**src/rtl/hazard_stall_controller.sv**
```systemverilog
// Hazard/stall sequencer for the 5-stage ARM pipeline: RAW bubbles, branch flush, memory wait freeze.
// Optional macro HAZARD_FORWARDING_EN limits RAW detection to load-use on the EXE slot.
module hazard_stall_controller #(
  parameter int REG_ADDR_W  = 4,
  parameter int STALL_CNT_W = 16,
  parameter int MEM_TIMEOUT = 255
) (
  input  logic                   clk,
  input  logic                   rst,
  input  logic                   id_valid,
  input  logic [REG_ADDR_W-1:0]  id_rn,
  input  logic [REG_ADDR_W-1:0]  id_src2,
  input  logic                   id_two_src,
  input  logic                   id_uses_rn,
  input  logic [REG_ADDR_W-1:0]  id_dest,
  input  logic                   id_wb_en,
  input  logic                   id_mem_r_en,
  input  logic                   id_mem_w_en,
  input  logic                   exe_branch_taken,
  input  logic                   mem_ready,
  output logic                   hazard,
  output logic                   freeze_if,
  output logic                   flush,
  output logic                   freeze_all,
  output logic                   mem_req,
  output logic                   mem_err,
  output logic [STALL_CNT_W-1:0] stall_count
);

  typedef struct packed {
    logic                  wb;
    logic [REG_ADDR_W-1:0] dest;
    logic                  mr;
    logic                  mw;
  } slot_t;

  typedef enum logic {
    RUN,
    MEM_WAIT
  } state_t;

  localparam logic [7:0] TIMEOUT = 8'(MEM_TIMEOUT);

  slot_t                  exe_q, exe_d;
  slot_t                  mem_q, mem_d;
  state_t                 state_q, state_d;
  logic [7:0]             cnt_q, cnt_d;
  logic                   err_q, err_d;
  logic [STALL_CNT_W-1:0] stall_q, stall_d;
  logic                   rn_hit;
  logic                   src2_hit;
  logic                   raw;
  logic                   issue;

`ifdef HAZARD_FORWARDING_EN
  // Only a load in EXE cannot be forwarded in time.
  assign rn_hit   = exe_q.wb & exe_q.mr & (exe_q.dest == id_rn);
  assign src2_hit = exe_q.wb & exe_q.mr & (exe_q.dest == id_src2);

  logic unused_mem;
  assign unused_mem = ^{mem_q.wb, mem_q.dest};
`else
  assign rn_hit   = (exe_q.wb & (exe_q.dest == id_rn))
                  | (mem_q.wb & (mem_q.dest == id_rn));
  assign src2_hit = (exe_q.wb & (exe_q.dest == id_src2))
                  | (mem_q.wb & (mem_q.dest == id_src2));
`endif

  assign mem_req = mem_q.mr | mem_q.mw;

  always_comb begin
    state_d    = state_q;
    cnt_d      = cnt_q;
    err_d      = err_q;
    freeze_all = 1'b0;
    unique case (state_q)
      RUN: begin
        if (mem_req && !mem_ready) begin
          freeze_all = 1'b1;
          state_d    = MEM_WAIT;
          cnt_d      = 8'd1;
        end
      end
      MEM_WAIT: begin
        if (mem_ready) begin
          state_d = RUN;
          cnt_d   = 8'd0;
        end else begin
          freeze_all = 1'b1;
          if (cnt_q != TIMEOUT) cnt_d = cnt_q + 8'd1;
        end
      end
      default: begin
        state_d = RUN;
        cnt_d   = 8'd0;
      end
    endcase
    if (freeze_all && (cnt_d == TIMEOUT)) err_d = 1'b1;
  end

  // Gated by rst so every output reads 0 while reset is held.
  assign flush     = rst & exe_branch_taken & ~freeze_all;
  assign raw       = id_valid
                   & ((id_uses_rn & rn_hit) | (id_two_src & src2_hit));
  assign hazard    = raw & ~flush & ~freeze_all;
  assign freeze_if = hazard | freeze_all;
  assign issue     = id_valid & ~hazard & ~flush;

  always_comb begin
    exe_d = exe_q;
    mem_d = mem_q;
    if (!freeze_all) begin
      mem_d = exe_q;
      exe_d = '0;
      if (issue) begin
        exe_d.wb   = id_wb_en;
        exe_d.dest = id_dest;
        exe_d.mr   = id_mem_r_en;
        exe_d.mw   = id_mem_w_en;
      end
    end
  end

  always_comb begin
    stall_d = stall_q;
    if (freeze_if && (stall_q != '1)) begin
      stall_d = stall_q + STALL_CNT_W'(1);
    end
  end

  always_ff @(posedge clk or negedge rst) begin
    if (!rst) begin
      exe_q   <= '0;
      mem_q   <= '0;
      state_q <= RUN;
      cnt_q   <= '0;
      err_q   <= 1'b0;
      stall_q <= '0;
    end else begin
      exe_q   <= exe_d;
      mem_q   <= mem_d;
      state_q <= state_d;
      cnt_q   <= cnt_d;
      err_q   <= err_d;
      stall_q <= stall_d;
    end
  end

  assign mem_err     = err_q;
  assign stall_count = stall_q;

endmodule

```
**config.mk**
```make
export PLATFORM = sky130hd
export DESIGN_NAME = hazard_stall_controller
export DESIGN_NICKNAME = d
export VERILOG_FILES = /design/src/rtl/hazard_stall_controller.sv
export SDC_FILE = /design/constraint.sdc
export NUM_CORES = 1
export LEC_CHECK = 0
export BUFFER_PORTS_ARGS = -buffer_cell sky130_fd_sc_hd__buf_2
export CORE_MARGIN = 1
export CORE_UTILIZATION = 42
export CTS_BUF_LIST = sky130_fd_sc_hd__clkbuf_2 sky130_fd_sc_hd__clkbuf_4 sky130_fd_sc_hd__clkbuf_8
export DETAILED_ROUTE_END_ITERATION = 16
export PLACE_DENSITY_LB_ADDON = 0.3
export SLEW_MARGIN = 15
export SYNTH_ARGS = -nofsm -noshare
export SYNTH_HDL_FRONTEND = slang
export SYNTH_SLANG_ARGS = --single-unit
```
**constraint.sdc**
```tcl
create_clock -name clk -period 5.2 [get_ports clk]
set_clock_uncertainty 0.2 [all_clocks]
set_input_delay 0.26 -clock clk [delete_from_list [all_inputs] [get_ports clk]]
set_output_delay 0.26 -clock clk [all_outputs]
set_load 0.1 [all_outputs]
```
==> results.cfg <==
[outcome]
outcome = finished, final reports clean

[clocking]
clockBufferDepth = 2
clk_pin_slew_worst_paths_ns = 0.08
root_buffer = clkbuf_8
post_cts_buffers = 0
clk_latency_ns = 0.29
cts_buffers = 5
cts_sinks = 40
htreeDepth = 2
cts_tree = yes

[pwr]
power_frac_seq = 0.372
p_total_mw = 1.21
p_leak_nw = 1.27
sw_frac_of_total = 0.486
power_frac_comb = 0.453
switchingPower_mw = 0.591
p_int_mw = 0.624
ir_drop_mv = 0.419
power_density_nw_per_um2 = 456
power_frac_clock = 0.175

[final_layout]
antenna_cells = 0
final_common_cell = buf_2
drive_above_1_share = 0.289
syn2layout_area_growth_pct = 20.7
layout_common_cells = buf_2 (43), dfrtp_1 (40), nor2_1 (16)
post-route-util = 0.525
nets = 276

[sta]
rsz0062_at_grt = false
setup-violations-final = 0
postLayoutSetupSlackWorst_ns = 2.29
finalCritPeriodShare = 0.560
setup-tns-final_ns = 0
hold_viol_final = 0
holdWs_ns = 0.0179
final-max-slew-violation-count = 0
fmax_mhz = 343
worst_pin_slew_ns = 0.899
timing.slew.headroom = 0.401
min_period_ns = 2.91

[drt]
wl_met1_mm = 2.10
first_pass_iters = 4
viasPerCell = 5.16
wl_per_cell_um = 13.5
top_layer_used = met4
route.detailed.drc = 0
dr.first_iter.drc_count = 75
drt-total-wl_mm = 4.36
route.vias.total = 1666
dr_wl_met2_mm = 2.08
drt.antenna.violating_nets = 0
met3_length_um = 132

[synthesis]
yosysUniqueCellTypes = 48
yosys.area_share.simple = 0.222
syn-num-nets = 222
synth_adder_area_share = 0.0113
yosysTopAreaCell = dfrtp_1
yosysSeqAreaShare = 0.453
synth_area_leaders = dfrtp_1 (45%), xor2_1 (5.6%), xnor2_1 (4.8%)
synth-compound-area-share = 0.128
synth.avg_cell_area_sq_um = 11.2
async_reset_ff_frac = 1.00
synth_edf_count = 0
ys_seq_elements = 40
synth_xor_area_frac = 0.118
synthMuxAreaShare = 0.0510
synth_top_family_by_area = simple AND/OR/NAND/NOR gates
synth_top_area_share = 0.453
ys_warn_count = 0
synthCells = 198
synthesis.area_sq_um = 2210
synth_ff_type = dfrtp_1

[floorplan]
die_area_sq_um = 5550
initial_core_util = 0.435
io-pin-count = 44
fp-row-count = 26
die_h_um = 74.5
die_x_um = 74.5
coreArea_sq_um = 5070

[global_routing]
grt_pass1_wl_mm = 7.45
overflow = 0
grt_pass1_vias = 1626
antenna_found_initial = 0
grt.total_usage = 0.180
grt_max_degree = 42

[setup_path]
crit_path_end_kind = output pin
path_max_fanout = 41
required_ns = 4.74
startpoint_type = primary input
arrival_ns = 2.45
r2r_slack_ns = 2.64
crit_type = primary input to output pin

[run]
maxCapViolCount = 0

[place]
post-place-ws_ns = 2.65
place_congestion = 0.825
hpwl_mm = 3.13
port_buffers = 43

[worst_hold_path]
hp-class = primary input to register
state kept, by name, summed over array words and instances, names as in the netlist:
register / count
cnt_q: 8
exe_q: 7
mem_err: 1
mem_q: 7
stall_count: 16
state_q: 1
cell families after synthesis:
kind of cell | after synthesis
AND/OR/NAND/NOR | 75
flip-flops | 40
AO/OA/AOI/OAI | 35
XOR/XNOR | 28
multiplexers | 10
buffers and inverters | 8
adder cells (fa/ha/maj) | 2
final cells by class:
class                           instances  area, sq um
Clock buffer                            6         82.6
Inverter                                3         11.3
Sequential cell                        40         1000
Tap cell                               70         87.6
Fill cell                             491         2410
Clock inverter                          2         10.0
Multi-Input combinational cell        150         1170
Timing Repair Buffer                   52          303
worst max-delay path: stages:
cell and delay (ns):
dlygate4sd3_1 0.52, buf_2 0.70, nand2_1 0.20, inv_1 0.19, nor2_2 0.08, nor2_1 0.16
inv_1 0.05, buf_2 0.28
synth_stat cells, types with 2 or more instances:
cell type,n
a21oi_1,5
a22o_1,7
a31oi_1,4
and3_1,4
and4_1,3
clkbuf_1,4
dfrtp_1,40
ha_1,2
inv_1,3
mux2_1,3
mux2_2,7
nand2_1,15
nand2b_1,2
nand3_1,8
nand3_2,2
nand4_1,5
nand4_4,2
nor2_1,16
nor2b_1,2
nor3_1,3
nor4_4,3
o21ai_0,2
o21ai_1,3
o22a_1,3
o22ai_1,2
xnor2_1,12
xnor2_2,2
xor2_1,14
through the flow:
| stage | std cells | instance area (sq um) |
|---|---|---|
| floorplan | 198 | 2210 |
| global placement | 307 | 2490 |
| detailed placement | 307 | 2490 |
| CTS | 322 | 2660 |
| global route | 323 | 2670 |
| finish | 323 | 2670 |
power groups by stage:
stage          Clock, mW  Combinational [mW]  Sequential [mW]
3_5_place_dp           0               0.547            0.458
3_3_place_gp           0               0.543            0.456
5_1_grt            0.233               0.586            0.465
4_1_cts            0.223               0.553            0.452
6_report           0.212               0.551            0.452
2_1_floorplan          0               0.304            0.602
final timing paths:
check,cells past startpoint,end,startpoint
max,8,freeze_if,rst
min,2,cnt_q[0],mem_ready
min reg2reg,1,stall_count[5],stall_count[5]
max reg2reg,5,stall_count[1],mem_q[3]
max in group asynchronous,2,exe_q[3],rst
min in group asynchronous,2,exe_q[6],rst
what timing repair did:
| item | CTS | global route |
|---|---|---|
| gates resized for setup | 0 | 0 |
| hold buffers | 7 | 1 |
| endpoints found under the hold margin | 46 | 1 |
metal layers:
layer	GRT usage	vias up
li1	-	826
met1	0.242	808
met2	0.289	25
met3	0.0366	7
met4	0.0629	0
met5	0	-
Power figures use the tool's default switching activity.
